### config.mk
export PLATFORM = sky130hd
export DESIGN_NAME = fpga_cfg_ctrl
export DESIGN_NICKNAME = d
export VERILOG_FILES = /design/src/rtl/fpga_cfg_pkg.sv /design/src/rtl/cfg_serializer.sv /design/src/rtl/fpga_cfg_ctrl.sv
export SDC_FILE = /design/constraint.sdc
export NUM_CORES = 1
export LEC_CHECK = 0
export CAP_MARGIN = 20
export CELL_PAD_IN_SITES_DETAIL_PLACEMENT = 0
export CELL_PAD_IN_SITES_GLOBAL_PLACEMENT = 1
export CORE_ASPECT_RATIO = 0.7
export CORE_MARGIN = 8
export CORE_UTILIZATION = 38
export CTS_BUF_LIST = sky130_fd_sc_hd__clkbuf_2
export DETAILED_ROUTE_END_ITERATION = 7
export PLACE_DENSITY_LB_ADDON = 0.1
export SYNTH_ARGS = -nofsm -noshare
export SYNTH_HDL_FRONTEND = slang
export SYNTH_HIERARCHICAL = 1
export SYNTH_SLANG_ARGS = --single-unit
export TNS_END_PERCENT = 30
### constraint.sdc
create_clock -name clk -period 2.2 [get_ports clk]
set_clock_uncertainty 0.15 [all_clocks]
set_input_delay 0.44 -clock clk [delete_from_list [all_inputs] [get_ports clk]]
set_output_delay 0.44 -clock clk [all_outputs]
set_load 0.03 [all_outputs]
### src/rtl/fpga_cfg_pkg.sv
`default_nettype none
// ============================================================================
// Module   : fpga_cfg_pkg
// Brief    : Shared types for the FPGA configuration-chain controller.
// Revision : 1.0 - initial release
// ============================================================================
package fpga_cfg_pkg;

    localparam int OP_W = 2;

    typedef enum logic [OP_W-1:0] {
        LOAD    = 2'd0,
        VERIFY  = 2'd1,
        CLEAR   = 2'd2,
        ILLEGAL = 2'd3
    } cfg_op_e;

    typedef enum logic [1:0] {
        IDLE  = 2'd0,
        FETCH = 2'd1,
        SHIFT = 2'd2,
        DONE  = 2'd3
    } cfg_state_e;

endpackage
`default_nettype wire

### src/rtl/cfg_serializer.sv
`default_nettype none
// ============================================================================
// Module   : cfg_serializer
// Brief    : LSB-first PISO shift register with a count of valid bits left.
// Revision : 1.0 - initial release
// ============================================================================
module cfg_serializer
    import fpga_cfg_pkg::*;
#(
    parameter  int DATA_W = 8,
    localparam int BC_W   = $clog2(DATA_W + 1)
) (
    input  logic              clk,
    input  logic              rst,
    input  logic              load,
    input  logic [DATA_W-1:0] load_data,
    input  logic [BC_W-1:0]   load_bits,
    input  logic              shift,
    output logic              ser_bit,
    output logic              empty
);

    logic [DATA_W-1:0] r_sreg;
    logic [BC_W-1:0]   r_bitcnt;

    always_ff @(posedge clk or posedge rst) begin
        if (rst) begin
            r_sreg   <= '0;
            r_bitcnt <= '0;
        end else if (load) begin
            r_sreg   <= load_data;
            r_bitcnt <= load_bits;
        end else if (shift) begin
            r_sreg <= r_sreg >> 1;
            if (r_bitcnt != '0) begin
                r_bitcnt <= r_bitcnt - BC_W'(1);
            end
        end
    end

    assign ser_bit = r_sreg[0];
    // High while the final loaded bit sits on ser_bit: the next shift drains the word.
    assign empty   = (r_bitcnt <= BC_W'(1));

endmodule
`default_nettype wire

### src/rtl/fpga_cfg_ctrl.sv
`default_nettype none
// ============================================================================
// Module   : fpga_cfg_ctrl
// Brief    : Command/stream front end that serialises a bitstream into the
//            FPGA configuration chain, with readback verify and clear.
// Revision : 1.0 - initial release
// ============================================================================
module fpga_cfg_ctrl
    import fpga_cfg_pkg::*;
#(
    parameter int CHAIN_LEN = 96,
    parameter int DATA_W    = 8,
    parameter int ERR_CNT_W = 8
) (
    input  logic                 clk,
    input  logic                 rst,
    input  logic                 cmd_valid,
    output logic                 cmd_ready,
    input  logic [OP_W-1:0]      cmd_op,
    input  logic                 din_valid,
    output logic                 din_ready,
    input  logic [DATA_W-1:0]    din_data,
    output logic                 prog_en,
    output logic                 prog_in,
    input  logic                 prog_out,
    output logic                 fabric_rst,
    output logic                 busy,
    output logic                 done,
    output logic                 error,
    output logic [ERR_CNT_W-1:0] err_cnt
);

    localparam int                 c_REM_W = $clog2(CHAIN_LEN + 1);
    localparam int                 c_BC_W  = $clog2(DATA_W + 1);
    localparam logic [c_REM_W-1:0] c_CHAIN = c_REM_W'(CHAIN_LEN);

    cfg_state_e            r_state;
    cfg_state_e            w_state_nxt;
    cfg_op_e               r_op;
    logic [c_REM_W-1:0]    r_remaining;
    logic                  r_error;
    logic [ERR_CNT_W-1:0]  r_err_cnt;

    logic                  w_ser_load;
    logic [DATA_W-1:0]     w_ser_data;
    logic [c_BC_W-1:0]     w_ser_bits;
    logic                  w_ser_shift;
    logic                  w_ser_bit;
    logic                  w_ser_empty;
    logic [c_BC_W-1:0]     w_fetch_bits;
    logic                  w_shifting;

    // The last word may be partial: only the bits still owed to the chain are counted.
    assign w_fetch_bits = (32'(r_remaining) >= DATA_W) ? c_BC_W'(DATA_W)
                                                        : c_BC_W'(r_remaining);

    always_ff @(posedge clk or posedge rst) begin
        if (rst) begin
            r_state <= IDLE;
        end else begin
            r_state <= w_state_nxt;
        end
    end

    always_comb begin
        w_state_nxt = r_state;
        w_ser_load  = 1'b0;
        w_ser_data  = '0;
        w_ser_bits  = '0;
        w_ser_shift = 1'b0;
        case (r_state)
            IDLE: begin
                if (cmd_valid) begin
                    case (cfg_op_e'(cmd_op))
                        LOAD, VERIFY: w_state_nxt = FETCH;
                        CLEAR: begin
                            w_state_nxt = SHIFT;
                            w_ser_load  = 1'b1;
                        end
                        default: w_state_nxt = DONE;
                    endcase
                end
            end
            FETCH: begin
                if (din_valid) begin
                    w_state_nxt = SHIFT;
                    w_ser_load  = 1'b1;
                    w_ser_data  = din_data;
                    w_ser_bits  = w_fetch_bits;
                end
            end
            SHIFT: begin
                w_ser_shift = 1'b1;
                if (r_remaining == c_REM_W'(1)) begin
                    w_state_nxt = DONE;
                end else if (r_op != CLEAR && w_ser_empty) begin
                    w_state_nxt = FETCH;
                end
            end
            DONE:    w_state_nxt = IDLE;
            default: w_state_nxt = IDLE;
        endcase
    end

    always_ff @(posedge clk or posedge rst) begin
        if (rst) begin
            r_op        <= LOAD;
            r_remaining <= '0;
            r_error     <= 1'b0;
            r_err_cnt   <= '0;
        end else if (r_state == IDLE && cmd_valid) begin
            r_op        <= cfg_op_e'(cmd_op);
            r_remaining <= c_CHAIN;
            r_error     <= (cfg_op_e'(cmd_op) == ILLEGAL);
            r_err_cnt   <= '0;
        end else if (r_state == SHIFT) begin
            r_remaining <= r_remaining - c_REM_W'(1);
            // The bit leaving the chain end now is the one written in this position last time.
            if (r_op == VERIFY && prog_out != w_ser_bit) begin
                r_error <= 1'b1;
                if (r_err_cnt != '1) begin
                    r_err_cnt <= r_err_cnt + ERR_CNT_W'(1);
                end
            end
        end
    end

    cfg_serializer #(
        .DATA_W (DATA_W)
    ) u_serializer (
        .clk       (clk),
        .rst       (rst),
        .load      (w_ser_load),
        .load_data (w_ser_data),
        .load_bits (w_ser_bits),
        .shift     (w_ser_shift),
        .ser_bit   (w_ser_bit),
        .empty     (w_ser_empty)
    );

    assign w_shifting = (r_state == SHIFT);
    assign cmd_ready  = (r_state == IDLE);
    assign din_ready  = (r_state == FETCH);
    assign prog_en    = w_shifting;
    assign prog_in    = w_shifting & w_ser_bit;
    assign busy       = (r_state != IDLE);
    assign fabric_rst = (r_state != IDLE);
    assign done       = (r_state == DONE);
    assign error      = r_error;
    assign err_cnt    = r_err_cnt;

endmodule
`default_nettype wire

# --- After elaboration in Yosys (flattened, before gate mapping) ---
# Cells that the tools add are included.
op_classes:
  n_reduce_logical: 17
  bitwise: 1
  n_shift: 0
  n_mul: 0
  muxes: 30
  n_div: 0
  eq_ne: 14
  n_addsub: 3
  order_cmp: 2
ops:
  columns: ["cell", "n"]
  rows:
  - ["2-to-1 mux 8 bit", 8]
  - ["2-to-1 mux 4 bit", 6]
  - ["2-to-1 mux 7 bit", 2]
  - ["nonzero test 2 bit", 6]
  - ["adder 8 x 1 -> 8 bit, second input constant", 1]
  - ["equality test 2 bit, second input constant", 4]
  - ["2-to-1 mux 2 bit", 4]
  - ["inequality test 8 bit, second input constant", 1]
  - ["case mux 2 bit (4 select lines)", 1]
  - ["equality test 7 x 1 -> 1 bit, second input constant", 1]
  - ["greater-or-equal comparator 7 x 4 -> 1 bit, second input constant", 1]
  - ["2-to-1 mux 1 bit", 7]
  - ["subtractor 7 x 1 -> 7 bit, second input constant", 1]
  - ["equality test 2 x 1 -> 1 bit, second input constant", 3]
  - ["inequality test 2 bit, second input constant", 3]
  - ["AND reduction 3 bit", 2]
  - ["less-or-equal comparator 4 x 1 -> 1 bit, second input constant", 1]
  - ["logical NOT 2 bit", 2]
  - ["case mux 2 bit (2 select lines)", 1]
  - ["AND reduction 2 bit", 2]
  - ["nonzero test 4 bit", 1]
  - ["subtractor 4 x 1 -> 4 bit, second input constant", 1]
  - ["logical AND 1 bit", 3]
  - ["inequality test 3 x 1 -> 1 bit, second input constant", 1]
  - ["4 further kinds", 4]
totals:
  ff_bits: 32
  wordCells: 74
  in_bits: 15
  out_inout_bits: 16
  ramBits: 0
  latchBits: 0
  n_memories: 0
  rom_bits: 0

# --- Logic depth before layout (Yosys ltp) ---
depth:
  ltp_word: 6
  ltp_mapped: 9
  depth_no_buf: 7

# --- By module ---
# The synthesis kept the hierarchy.
by_module_without_submodules:
  columns: ["module", "cells_per_inst", "seq_area_each_um2", "instances", "area_each_um2"]
  rows:
  - ["fpga_cfg_ctrl", 134, 500.5, 1, 1216.2]
  - ["cfg_serializer", 66, 300.3, 1, 641.9]

# --- Worst setup path before layout ---
# Ideal clock, no wire load.
synth_path:
  kind: "register to register"
  from: "register r_state[1]"
  to: "register u_serializer.r_bitcnt[0]"
  t_arrival_ps: 2271
  slack_ps: -336
  required_time_ps: 1934
  path_stages_with_launch: 10
  cell_sequence: "dfrtp_1 -> nor2_1 -> and2_1 -> clkbuf_1 -> nand2_1 -> o31ai_1 -> buf_4 -> clkbuf_1 -> nand2_1 -> o311ai_0"
synth_between:
  elab_chain_cells: 4
  elab_cells_between_ends: 10
  classes_between: "eq/ne: 2; mux: 4; reduce/logical: 4"
synth_rtl:
  columns: ["element", "line_no", "rtl"]
  rows:
  - ["from (decl)", "fpga_cfg_ctrl.sv:37", "cfg_state_e r_state;"]
  - ["from (signal assigned)", "fpga_cfg_ctrl.sv:61", "r_state <= w_state_nxt;"]
  - ["logical NOT 2 bit *", null, null]
  - ["net cmd_ready", "fpga_cfg_ctrl.sv:18", "output logic cmd_ready,"]
  - ["case mux 1 bit (2 select lines) *", "fpga_cfg_ctrl.sv:71", "case (r_state)"]
  - ["net w_ser_load", "fpga_cfg_ctrl.sv:44", "logic w_ser_load;"]
  - ["nonzero test 2 bit (no source line)", null, null]
  - ["AND reduction 2 bit (no source line)", null, null]
  - ["to (signal assigned)", "cfg_serializer.sv:32", "r_bitcnt <= load_bits;"]
  - ["to (signal assigned)", "cfg_serializer.sv:36", "r_bitcnt <= r_bitcnt - BC_W'(1);"]
  - ["to (decl)", "cfg_serializer.sv:24", "logic [BC_W-1:0] r_bitcnt;"]
# The timed path passes the listed nets; every way through them passes the cells marked *.
# A chain may end at the register's enable or synchronous reset.

# --- Worst setup path in the final report ---
layout_path:
  from: "register r_state[1]"
  to: "output prog_in"
layout_between:
  elab_chain_cells: 2
layout_rtl:
  columns: ["element", "line_no", "rtl"]
  rows:
  - ["equality test 2 bit", "fpga_cfg_ctrl.sv:141", "assign w_shifting = (r_state == SHIFT);"]
  - ["AND 1 bit", "fpga_cfg_ctrl.sv:145", "assign prog_in = w_shifting & w_ser_bit;"]
  - ["to (decl)", "fpga_cfg_ctrl.sv:24", "output logic prog_in,"]
# No other way between the ends.

==> results.json <==
{
  "drtIter0Drc": 113,
  "yosysUniqueCellTypes": 47,
  "detail_route.wl_per_cell_um": 14.7,
  "required_ps": 1610,
  "powerDensity_nw_per_um2": 1140,
  "p_seq_frac": 0.359,
  "worstMarginPinSlew_ps": 491,
  "num_io_pins": 31,
  "timing.final.crit_share": 0.971,
  "cts_hold_buf": 0,
  "cpPeakStageDelay_ps": 520,
  "insertion_delay_ps": 370,
  "crit_chain": "nand2b_4 > inv_6 > buf_8 > and2_2 > buf_6",
  "ys_async_sr_fraction": 1.00,
  "outcome": "completed",
  "combPwrFrac": 0.491,
  "vias": 1612,
  "tritoncts": "done",
  "grt-ovfl-total": 0,
  "finalSetupViolations": 0,
  "p_clk_frac": 0.149,
  "synth-seq-cells": 32,
  "cp-start-kind": "flop",
  "area_growth_syn_to_layout_pct": 30.6,
  "synth_edf_count": 0,
  "vias_per_cell": 5.10,
  "hold_viol_final": 0,
  "initial_utilization": 0.391,
  "path_class": "reg -> out",
  "syn_area_per_cell_um2": 9.29,
  "maxSlewViolCount": 0,
  "ys_warn_count": 6,
  "grt_pass1_wl_mm": 7.87,
  "leakagePower_nw": 1.16,
  "fmax_mhz": 468,
  "total_power_mw": 2.76,
  "drt_wl_total_mm": 4.64,
  "die_area_um2": 7420,
  "num_rows": 21,
  "ant_nets": 0,
  "crit_fanout": 8,
  "clock-root-buffer": "clkbuf_2",
  "route.detailed.drc": 0,
  "die_w_um": 99.6,
  "nFillCells": 466,
  "die_y_um": 74.5,
  "io_buffers": 30,
  "seq_area_um2": 803,
  "dr.pass1.iters": 4,
  "min_period_ps": 2140,
  "grt_usage": 0.134,
  "antenna_found_initial": 0,
  "crit_slowest_cell": "dfrtp_2",
  "hp-class": "in -> async",
  "numClockSinks": 32,
  "grt_max_degree": 16,
  "crit_path_end_kind": "primary output",
  "post-dp-hpwl_mm": 3.57,
  "p_int_mw": 1.58,
  "coreArea_um2": 4760,
  "syn_inst": 200,
  "rsz0062_at_grt": "yes",
  "p_sw_mw": 1.19,
  "grt_pass1_vias": 1644,
  "seq_area_frac_synth": 0.431,
  "synth_nets": 220,
  "gp_congestion": 0.784,
  "stdcell_count": 316,
  "syn-cell-area_um2": 1860,
  "final_util": 0.510,
  "rr_worst_depth": 8,
  "multi_input_area_um2": 987,
  "maxCapViolations": 0,
  "antenna_cells": 0,
  "cts_buffers": 5,
  "peakVddDrop_uv": 527,
  "maxSlewHeadroom": 0.672,
  "fin_nets": 266,
  "clk_pin_slew_worst_paths_ps": 200,
  "swShare": 0.429,
  "drive_above_1_share": 0.174,
  "ys.flop_type": "dfrtp_1",
  "htreeDepth": 2,
  "dp.cells": 307,
  "placed_area_um2": 2340,
  "arrival_ps": 1550,
  "clockBufferDepth": 2,
  "final_area_um2": 2430
}
-- final timing paths --
kind,to,start,slack [ps]
max in group asynchronous,r_state[0],rst,1270
worst min-delay path,err_cnt[6],rst,140
min in group clk,error,error,390
worst min register to register,error,error,390
worst max register to register,u_serializer/r_bitcnt[0],r_state[1],260
worst max-delay path,prog_in,r_state[1],60
-- cell usage in the layout, fill, tap and decap left out, types with 9 or more instances in the layout --
| cell type | n |
|---|---|
| nand3_1 | 9 |
| dfrtp_1 | 30 |
| o21ai_0 | 18 |
| clkdlybuf4s50_1 | 17 |
| and3_1 | 12 |
| inv_1 | 9 |
| buf_4 | 17 |
| nand2_1 | 26 |
| mux2i_1 | 11 |
-- state kept, by name, summed over array words and instances, names as in the netlist --
signal / cells
u_serializer/r_bitcnt: 4
error: 1
r_op: 2
r_remaining: 7
r_state: 2
u_serializer/r_sreg: 8
err_cnt: 8
-- synthesized netlist by cell type, drive strengths merged (2+ instances only) --
master	number	area share
clkbuf	6	0.012
mux2i	11	0.059
nand4	3	0.018
nand2	27	0.063
a21oi	7	0.019
buf	3	0.011
and2	4	0.015
and4	3	0.015
nor4b	3	0.014
and3	12	0.040
ha	5	0.034
inv	10	0.022
nand3	9	0.024
xnor2	3	0.014
nor2	8	0.016
o21ai	19	0.051
nor3	6	0.016
nor2b	3	0.010
nand2b	3	0.014
dfrtp	32	0.43
nor3b	2	0.0081
nand3b	3	0.012
or4	2	0.0081
-- through the flow --
stage | hold WS [ps] | TNS [ps] | worst slack, ps
final | 140 | 0 | 64.7
after global routing | 122 | -16.6 | -16.6
after CTS | 130 | 0 | 1.34
after detailed placement | 348 | -156 | -102
after global placement | 346 | -158 | -116
after floorplan | 155 | 0 | 6.29
-- repair_timing --
item,CTS,global route
setup buffers,0,1
setup endpoints to repair,9,7
resized for setup,15,5
-- final cells by class --
class / instances / area share
Timing Repair Buffer: 48 / 0.181
Inverter: 10 / 0.0175
Multi-Input combinational cell: 149 / 0.407
Tap cell: 69 / 0.0356
Sequential cell: 32 / 0.331
Clock inverter: 3 / 0.0175
Clock buffer: 5 / 0.0103
-- worst max-delay path, delay by kind of cell (launching register included) --
| kind | cells | cell delay, ps |
|---|---|---|
| buffers and inverters | 3 | 330 |
| DFF | 1 | 520 |
| and+or+nand+nor | 2 | 310 |
-- cell families after synthesis --
family | Yosys count | synth area share
adders and majority gates | 5 | 0.0337
DFF | 32 | 0.431
AOI/OAI and AO/OA | 36 | 0.114
and+or+nand+nor | 93 | 0.299
xor gates and xnor gates | 4 | 0.0189
buffers and inverters | 19 | 0.0444
muxes | 11 | 0.0593
-- metal layers --
| layer | GRT usage | part of all wire | vias to the layer above |
|---|---|---|---|
| met3 | 0.0411 | 0.055 | 4 |
| met4 | 0.0401 | 0.0069 | 0 |
| li1 | - | - | 805 |
| met5 | 0 | 0 | - |
| met2 | 0.195 | 0.41 | 44 |
| met1 | 0.185 | 0.52 | 759 |
-- power by group through the flow --
stage / logic (mW) / registers [mW] / clock network [mW]
after floorplan: 0.884 / 0.986 / 0
after global placement: 1.34 / 0.995 / 0
after detailed placement: 1.37 / 1.00 / 0
after CTS: 1.36 / 0.992 / 0.425
after global routing: 1.51 / 1.03 / 0.448
final: 1.36 / 0.993 / 0.413
Power figures use the tool's default switching activity.
